File: config.mk
export PLATFORM = sky130hd
export DESIGN_NAME = clockdiv_multi
export DESIGN_NICKNAME = d
export VERILOG_FILES = /design/src/rtl/clockdiv_multi.sv
export SDC_FILE = /design/constraint.sdc
export NUM_CORES = 1
export LEC_CHECK = 0
export ABC_AREA = 0
export BUFFER_PORTS_ARGS = -buffer_cell sky130_fd_sc_hd__buf_4
export CAP_MARGIN = 20
export CORE_MARGIN = 5
export CORE_UTILIZATION = 62
export DETAILED_ROUTE_END_ITERATION = 10
export GPL_TIMING_DRIVEN = 0
export PLACE_DENSITY = 0.82
export SLEW_MARGIN = 20
export SYNTH_ARGS = -nofsm -noshare
export SYNTH_HDL_FRONTEND = slang
export SYNTH_SLANG_ARGS = --single-unit
File: constraint.sdc
create_clock -name clk -period 4.9 [get_ports clk]
set_input_delay 0.98 -clock clk [delete_from_list [all_inputs] [get_ports clk]]
set_output_delay 0.98 -clock clk [all_outputs]
set_load 0.005 [all_outputs]
File: src/rtl/clockdiv_multi.sv
// Multi-channel programmable clock divider with per-channel duty cycle,
// double-buffered divisor/high-time updates and a shared phase-align sync.
module clockdiv_multi #(
    parameter int unsigned WIDTH    = 16,
    parameter int unsigned CHANNELS = 4
) (
    input  logic                      clk,
    input  logic                      reset,
    input  logic [CHANNELS*WIDTH-1:0] divideby,
    input  logic [CHANNELS*WIDTH-1:0] highcount,
    input  logic [CHANNELS-1:0]       load,
    input  logic [CHANNELS-1:0]       enable,
    input  logic                      sync,
    output logic [CHANNELS-1:0]       clkout,
    output logic [CHANNELS-1:0]       tick,
    output logic [CHANNELS-1:0]       pending
);

    localparam int unsigned W = WIDTH;

    // Divisors below 2 are treated as 2.
    function automatic logic [W-1:0] neff(input logic [W-1:0] n);
        return (n < W'(2)) ? W'(2) : n;
    endfunction

    // Zero high time selects a 50% duty cycle.
    function automatic logic [W-1:0] heff(input logic [W-1:0] n, input logic [W-1:0] h);
        return (h == '0) ? (neff(n) >> 1) : h;
    endfunction

    for (genvar i = 0; i < CHANNELS; i++) begin : g_ch
        logic [W-1:0] cnt;
        logic [W-1:0] act_n;
        logic [W-1:0] act_h;
        logic [W-1:0] sh_n;
        logic [W-1:0] sh_h;
        logic [W-1:0] in_n;
        logic [W-1:0] in_h;
        logic [W-1:0] nxt_n;
        logic [W-1:0] nxt_h;
        logic [W-1:0] cnt_inc;
        logic         start;

        // Values that become active at a period start or while disabled:
        // a coincident load wins, then a pending shadow, else the current set.
        always_comb begin
            in_n    = divideby[i*W +: W];
            in_h    = highcount[i*W +: W];
            nxt_n   = act_n;
            nxt_h   = act_h;
            if (load[i]) begin
                nxt_n = in_n;
                nxt_h = in_h;
            end else if (pending[i]) begin
                nxt_n = sh_n;
                nxt_h = sh_h;
            end
            cnt_inc = cnt + W'(1);
            start   = sync || (cnt == (neff(act_n) - W'(1)));
        end

        always_ff @(posedge clk) begin
            if (reset) begin
                act_n      <= in_n;
                act_h      <= in_h;
                sh_n       <= in_n;
                sh_h       <= in_h;
                cnt        <= neff(in_n) - W'(1);
                clkout[i]  <= 1'b0;
                tick[i]    <= 1'b0;
                pending[i] <= 1'b0;
            end else if (!enable[i]) begin
                // Parked on the last count so the first enabled edge starts a period.
                act_n      <= nxt_n;
                act_h      <= nxt_h;
                if (load[i]) begin
                    sh_n <= in_n;
                    sh_h <= in_h;
                end
                cnt        <= neff(nxt_n) - W'(1);
                clkout[i]  <= 1'b0;
                tick[i]    <= 1'b0;
                pending[i] <= 1'b0;
            end else if (start) begin
                act_n      <= nxt_n;
                act_h      <= nxt_h;
                if (load[i]) begin
                    sh_n <= in_n;
                    sh_h <= in_h;
                end
                cnt        <= '0;
                tick[i]    <= 1'b1;
                clkout[i]  <= (heff(nxt_n, nxt_h) != '0);
                pending[i] <= 1'b0;
            end else begin
                if (load[i]) begin
                    sh_n       <= in_n;
                    sh_h       <= in_h;
                    pending[i] <= 1'b1;
                end
                cnt       <= cnt_inc;
                tick[i]   <= 1'b0;
                clkout[i] <= (cnt_inc < heff(act_n, act_h));
            end
        end
    end

endmodule

# Word level (Yosys, flattened, before mapping)
# Cells that the tools add are included.
# op_classes
addsub	16
multipliers	0
n_div	0
n_lt_le_gt_ge	16
eq_ne	8
shifts	0
mux	96
n_bitwise	4
n_reduce_logical	28
# ops
cell	count
$mux 16	88
$lt 16x2->1 const B	12
$sub 16x1->16 const B	12
$logic_not 16->1	8
$add 16x1->16 const B	4
$eq 16x16->1	4
$lt 16x16->1	4
$reduce_bool 16->1	4
$ne 3x2->1 const B	4
$reduce_or 3->1	4
$mux 1	8
$reduce_bool 2->1	4
$reduce_or 2->1	4
$logic_or 1x1->1	4
$not 1->1	4
# totals
regBits	332
latch_bits	0
ram_bits	0
rom_bits	0
out_inout_bits	12
wordCells	200
n_memories	0

# Depth between registers and ports, before layout
# Gate-level depths: netlist (run 1).
# logic_depth
word_depth	8
depth_mapped	16
mapped_depth_nobuf	14

# Worst setup path after synthesis (run 1)
# No wires, ideal clock.
# synth_timing
path_type	flip-flop to flip-flop
startpoint	register g_ch[3].act_n[11]
endpoint	register g_ch[3].act_h[0] (enable)
setup_ps	396
arrival_time_ps	3994
required_time_ps	4504
path_slack_ps	510
stages_incl_launch_ff	13
path_buffers	1
cell_sequence	edfxtp_1 or4_1 clkbuf_1 or4_1 o21ai_2 ha_1 nand2b_1 nor3_1 nand2_1 nor3_1 o2111ai_1 o41ai_2 nand2b_1
# synth_between
elab_chain_len	6
# synth_lines
element	line_no	rtl
from (decl)	33	logic [W-1:0] act_n;
from (signal assigned)	64	act_n <= in_n;
from (signal assigned)	74	act_n <= nxt_n;
from (signal assigned)	85	act_n <= nxt_n;
$lt 16x2->1	23	return (n < W'(2)) ? W'(2) : n;
$mux 16 (*)	23	
$sub 16x1->16 (*)	59	start = sync || (cnt == (neff(act_n) - W'(1)));
$eq 16x16->1 (*)	59	
$logic_or 1x1->1 (*)	59	
$ne 3x2->1 (no source line) (*)	n/a	
to (signal assigned)	65	act_h <= in_h;
to (signal assigned)	75	act_h <= nxt_h;
to (signal assigned)	86	act_h <= nxt_h;
to (decl)	34	logic [W-1:0] act_h;
# Every way passes the cells marked *; elsewhere a longest branch is shown, timed or not.
# A chain may end at the register's enable or synchronous reset.

# Worst setup path in the final report (run 1)
# layout_timing
startpoint	register g_ch[1].act_n[11]
endpoint	register g_ch[1].act_n[7] (enable)
# layout_between
elab_chain_len	6
# layout_lines
element	line_no
from (decl)	33
from (signal assigned)	64
from (signal assigned)	74
from (signal assigned)	85
$lt 16x2->1	23
$mux 16 (*)	23
$sub 16x1->16 (*)	59
$eq 16x16->1 (*)	59
$logic_or 1x1->1 (*)	59
$ne 3x2->1 (no source line) (*)	n/a
# Marks and branches as above.

==> metrics.cfg, run 1 <==
[placed_design]
gp_congestion=0.9929
portBuffers=143
dpl_cell_area_mm2=0.02365
hpwl_um=47490
dp_slack_ns=-0.05935

[synth]
async_flop_share_pct=0
yosysSeqAreaShare_pct=42.13
ys.flop_type=edfxtp_1
synth_enable_flop_cells=256
yosysWarningCount=0
ys_ff_latch=332
syn_nets=2337
syn-instance-count=2122
syn_area_per_cell_um2=10.30
syn_area_mm2=0.02186
synth_cell_types=103

[cells_and_area]
syn_to_final_growth_pct=13.47
antenna_cells=0
nets=2526
drive_gt1_share_pct=18.55
final_cell_area_mm2=0.02480

[worst_setup_path]
rrSetupSlack_ns=0.20
crit_cells=13
reg2reg_to=g_ch[1].act_n[7]
cp_max_fo=34
crit_path_frequent_cell=and3_1
critPathArrivalTime_ns=4.91
crit_type=reg2reg
r2r_start=g_ch[1].act_n[11]
critPathLaunch=g_ch[1].act_n[11]
critPathCaptureType=flip-flop
slowest_stage=nor4_1
critPathLaunchType=flip-flop
max_stage_delay_ns=0.51
crit_chain=nor4_1 > nand4_1 > o41ai_2 > ha_1 > nor4b_4 > and3_1 > nor3b_1 > o31ai_1 > a2111oi_2 > o2111ai_2 > and3_1 > buf_6 > inv_6
worstSetupEndpoint=g_ch[1].act_n[7]
rr_worst_depth=13
critPathTopFamily=simple AND/OR/NAND/NOR gates
cp.required_ns=5.11
critical_path_buf_inv_count=2

[detailed_routing]
vias_per_cell=6.507
dr.pass1.iters=6
wl_um=63210
initialDrtViolationCount=1514
ant_nets=0
wl_per_cell_um=22.61
drc_errors=0
vias=18190

[status]
status=finished, final reports clean

[power]
switchingPower_w=0.002364
total_power_w=0.007937
p_leak_nw=9.259
power_frac_comb_pct=21.4
seqPwrFrac_pct=45.6
vdd_drop_max_v=0.0002955
power_density_mw_per_mm2=320.0
clkPwrFrac_pct=33.0
p_int_w=0.005573
swShare_pct=29.79

[clocking]
cts_tree=done
htreeDepth=2
clk_latency_ns=0.55
cts_buffer_depth=3
cts_buffers=38
cts.reportedPaths.clkPinSlew_ns=0.06
hold_buffers=0
numClockSinks=332
cts_root_buffer=clkbuf_16

[sta]
maxSlewHeadroom_pct=31.98
fin_tns_setup_ns=0
max_freq_mhz=212.9
finClkSkew_ns=0.01950
slew_viol_final=0
rsz0062_at_grt=no
setup_viol=0
hold_viol_final=0
fin_crit_sh_pct=95.84
period_needed_ns=4.696
finalWorstSetupSlack_ns=0.2038
worst_slew_pin_slew_ns=1.011

[die]
die_h_um=197.8
core_region_area_mm2=0.03471
ios=151
rows=68
initial_utilization_pct=62.97
dieArea_mm2=0.03911
die_width_um=197.8

[worst_hold_path]
min-delay-start=highcount[43]
hold_path_depth=1
hold_path_class=in2reg

[grt]
antenna_found_initial=0
grt_pass1_vias=17970
grt_max_degree=35
grt_pass1_wl_um=98100
gr-usage-all-layers_pct=31.48
grt_overflow=0

[run]
maxCapViolCount=0

[how the worst min path moves through the flow]
stage / to / slack, ns
final: g_ch[2].sh_h[11] / 0.61
after global routing: g_ch[2].sh_h[11] / 0.59
after CTS: g_ch[2].sh_h[11] / 0.59
after detailed placement: g_ch[1].act_h[10] / 0.61
after global placement: g_ch[2].act_h[7] / 0.59
after floorplan: g_ch[1].cnt[0] / 0.53
[cell usage in the layout (no fill, tap or decap), types with 23 or more instances in the layout]
master,netlist,final
a21o_1,23,23
a21oi_1,101,101
buf_4,2,145
clkbuf_1,67,78
clkbuf_16,0,39
dfxtp_1,76,76
edfxtp_1,256,256
ha_1,76,76
inv_1,41,40
mux2_2,133,133
mux2i_1,129,129
nand2_1,161,160
nand3_1,73,73
nand4_1,36,36
nor2_1,122,122
nor3_1,61,61
nor4_1,46,46
o21ai_0,109,109
or3_1,25,25
xnor2_1,139,139
xor2_1,76,76
[through the flow]
step / utilization, % / hold slack [ns] / instances
final: 71.45 / 0.6126 / 2795
after global routing: 71.45 / 0.5947 / 2795
after CTS: 71.36 / 0.5868 / 2795
after detailed placement: 68.12 / 0.6085 / 2726
after global placement: 67.70 / 0.5876 / 2720
after floorplan: - / 0.5252 / 2122
[timing repair]
action | in CTS | in global routing
endpoints found under the setup margin | 33 | 129
gates resized for setup | 1 | 8
buffers inserted | 0 | 0
[power by group through the flow]
stage / clock (W) / sequential, W / combinational [W]
3_5_place_dp: 0 / 0.00367 / 0.00165
4_1_cts: 0.00263 / 0.00361 / 0.00167
6_report: 0.00262 / 0.00362 / 0.00170
2_1_floorplan: 0 / 0.00356 / 0.00116
3_3_place_gp: 0 / 0.00366 / 0.00158
5_1_grt: 0.00275 / 0.00364 / 0.00186
[registers in the layout (all words and copies together), names as in the netlist]
| name | count |
|---|---|
| g_ch.act_h | 64 |
| tick | 4 |
| g_ch.act_n | 64 |
| clkout | 4 |
| g_ch.cnt | 64 |
| g_ch.sh_n | 64 |
| pending | 4 |
| g_ch.sh_h | 64 |
[cell usage after synthesis (41+ instances only)]
| cell | instances | area share [%] |
|---|---|---|
| nand2_1 | 161 | 2.8 |
| o21ai_0 | 109 | 2.5 |
| xor2_1 | 76 | 3.0 |
| nor2_1 | 122 | 2.1 |
| nor3_1 | 61 | 1.4 |
| mux2i_1 | 129 | 5.9 |
| mux2_2 | 133 | 6.9 |
| clkbuf_1 | 67 | 1.2 |
| nand3_1 | 73 | 1.7 |
| inv_1 | 41 | 0.70 |
| nor4_1 | 46 | 1.3 |
| ha_1 | 76 | 4.4 |
| xnor2_1 | 139 | 5.6 |
| edfxtp_1 | 256 | 35 |
| dfxtp_1 | 76 | 7.0 |
| a21oi_1 | 101 | 2.3 |
[final cells by class]
cell class,instances,area [um2]
inverter,42,165.2
clock buffer,54,1042
timing repair buffer,149,1209
clock inverter,15,78.83
multi-input combinational,1638,12000
sequential,332,9209
tap,455,569.3
buffer,110,528.0
fill,2632,9910
[per-layer routing]
layer  global-route usage [%]  up-vias  wire length [um]
met5                        0        -                 0
met4                    12.11        0              2486
met3                    4.662      197              4529
met2                    53.12      857             30520
met1                    41.22     8753             25670
li1                         -     8379                 -
[cell families (layout without fill, tap and decap cells)]
kind of cell / Yosys count / count (layout) / share of synthesized area [%]
AO/OA/AOI/OAI: 397 / 397 / 12.03
XOR/XNOR: 215 / 215 / 8.615
multiplexers: 264 / 264 / 12.88
flip-flops: 332 / 332 / 42.13
AND/OR/NAND/NOR: 686 / 686 / 16.89
adder cells (fa/ha/maj): 76 / 76 / 4.350
buffers and inverters: 152 / 370 / 3.108
Note: power is estimated with default switching activity, not from simulation.
==> run 2: changes to the inputs <==
--- a/config.mk
+++ b/config.mk
@@ -13,6 +13,7 @@
 export DETAILED_ROUTE_END_ITERATION = 10
 export GPL_TIMING_DRIVEN = 0
 export PLACE_DENSITY = 0.82
+export SETUP_SLACK_MARGIN = 0.5
 export SLEW_MARGIN = 20
 export SYNTH_ARGS = -nofsm -noshare
 export SYNTH_HDL_FRONTEND = slang
==> metrics.cfg, run 2 (synthesis results as in run 1) <==
[worst_setup_path]
critPathArrivalTime_ns=4.56
critPathLaunchType=flip-flop
cp.required_ns=5.14
crit_type=reg2reg
cp_max_fo=17
critPathCaptureType=flip-flop

[sta]
period_needed_ns=4.328
finalWorstSetupSlack_ns=0.5717
slew_viol_final=0
setup_viol=0
fin_crit_sh_pct=88.33
rsz0062_at_grt=no
hold-worst-slack_ns=0.6053
max_freq_mhz=231.0
hold_viol_final=0
fin_tns_setup_ns=0
finClkSkew_ns=0.02124
maxSlewHeadroom_pct=32.16
worst_slew_pin_slew_ns=1.008

[cells_and_area]
n_fill_cell=2588
antenna_cells=0
nets=2554
fin_util_pct=72.55
seq_area_mm2=0.009209
multi_input_area_mm2=0.01215
layout_commonest_cell=edfxtp_1
syn_to_final_growth_pct=15.22
drive_gt1_share_pct=20.23
final_cell_mix=edfxtp_1, buf_4, nand2_1, xnor2_1, mux2_2

[placed_design]
portBuffers=143
dp_slack_ns=-0.05935
hpwl_um=47490
gp_congestion=0.9929

[power]
p_leak_nw=9.422
swShare_pct=29.93
switchingPower_w=0.002389
vdd_drop_max_v=0.0002984
power_frac_comb_pct=21.9
p_int_w=0.005595
power_density_mw_per_mm2=317.0
clkPwrFrac_pct=32.8
seqPwrFrac_pct=45.3

[status]
status=finished, final reports clean

[grt]
antenna_found_initial=1
grt_pass1_wl_um=98670
use_met3_pct=4.645
grt_most_used_layer=met2
grt_overflow=0
gr-usage-all-layers_pct=31.64
met1_usage_pct=41.42
grt_pass1_vias=18090
use_met2_pct=53.12
grt_max_degree=35

[detailed_routing]
drc_errors=0
ant_nets=0
vias=18320
vias_per_cell=6.490
initialDrtViolationCount=1561
dr.pass1.iters=5
wl_per_cell_um=22.58
wl_um=63750

[die]
rows=68
die_width_um=197.8
ios=151
initial_utilization_pct=62.97
core_region_area_mm2=0.03471
dieArea_mm2=0.03911
die_h_um=197.8

[clocking]
cts_root_buffer=clkbuf_16
cts_tree=done
cts.reportedPaths.clkPinSlew_ns=0.06
cts_buffers=38
numClockSinks=332
cts_buffer_depth=3
hold_buffers=0
htreeDepth=2
clk_latency_ns=0.56

[worst_hold_path]
hold_path_class=in2reg

[run]
maxCapViolCount=0

==> run 2: cell types whose count changed in the layout (fill, tap and decap cells not counted), sizes merged <==
cell	change
buf	+25
clkinv	+2
bufinv	+1
o2111ai	+1
clkbuf	+1
inv	-2
==> run 2: final timing paths <==
| kind | slack (ns) | from | cells past startpoint | endpoint |
|---|---|---|---|---|
| worst max-delay path | 0.57 | g_ch[0].act_n[6] | 11 | g_ch[0].act_h[5] |
| worst min register to register | 0.62 | g_ch[1].sh_h[1] | 2 | g_ch[1].act_h[1] |
| worst min-delay path | 0.61 | highcount[43] | 1 | g_ch[2].sh_h[11] |
| worst max register to register | 0.57 | g_ch[0].act_n[6] | 11 | g_ch[0].act_h[5] |
==> run 2: final cells by class <==
type,count,area share [%]
buffer,110,2.126
multi-input combinational,1639,48.26
inverter,42,0.7303
sequential,332,36.56
clock buffer,54,4.138
tap,455,2.260
timing repair buffer,175,5.574
timing repair inverter,1,0.03478
clock inverter,15,0.3130
==> run 2: layer usage <==
metal  part of all wire [%]  vias to the layer above
li1                       -                     8433
met1                     40                     8772
met2                     49                      919
met3                    7.6                      196
met4                    4.2                        0
met5                      0                        -
==> run 2: what timing repair did <==
| action | CTS | global route |
|---|---|---|
| setup endpoints to repair | 152 | 166 |
| gates cloned | 0 | 2 |
| buffers inserted | 4 | 22 |
| pin swaps | 4 | 7 |
| resized for setup | 17 | 27 |
==> run 2: per-stage QoR <==
stage	instances	power, W	area [um2]
floorplan	2122	0.004717	21860
global placement	2720	0.005238	23500
detailed placement	2726	0.005316	23650
CTS	2799	0.007925	24890
global route	2823	0.008300	25190
finish	2823	0.007985	25190
==> run 2: critical path, cell delays in order, from the launching register on <==
cell      delay [ns]
edfxtp_1        0.49
or4_4           0.64
o41ai_2         0.45
ha_1            0.27
or3b_2          0.49
or2_0           0.26
o41ai_2         0.34
nand4_1         0.16
nor3_2          0.27
o211a_4         0.25
nor3_4          0.08
bufinv_8        0.29
==> run 2: power groups by stage <==
stage	clock network [W]	logic (W)	registers, W
final	0.00262	0.00175	0.00362
after floorplan	0	0.00116	0.00356
after global routing	0.00275	0.00190	0.00364
after global placement	0	0.00158	0.00366
after detailed placement	0	0.00165	0.00367
after CTS	0.00263	0.00168	0.00361
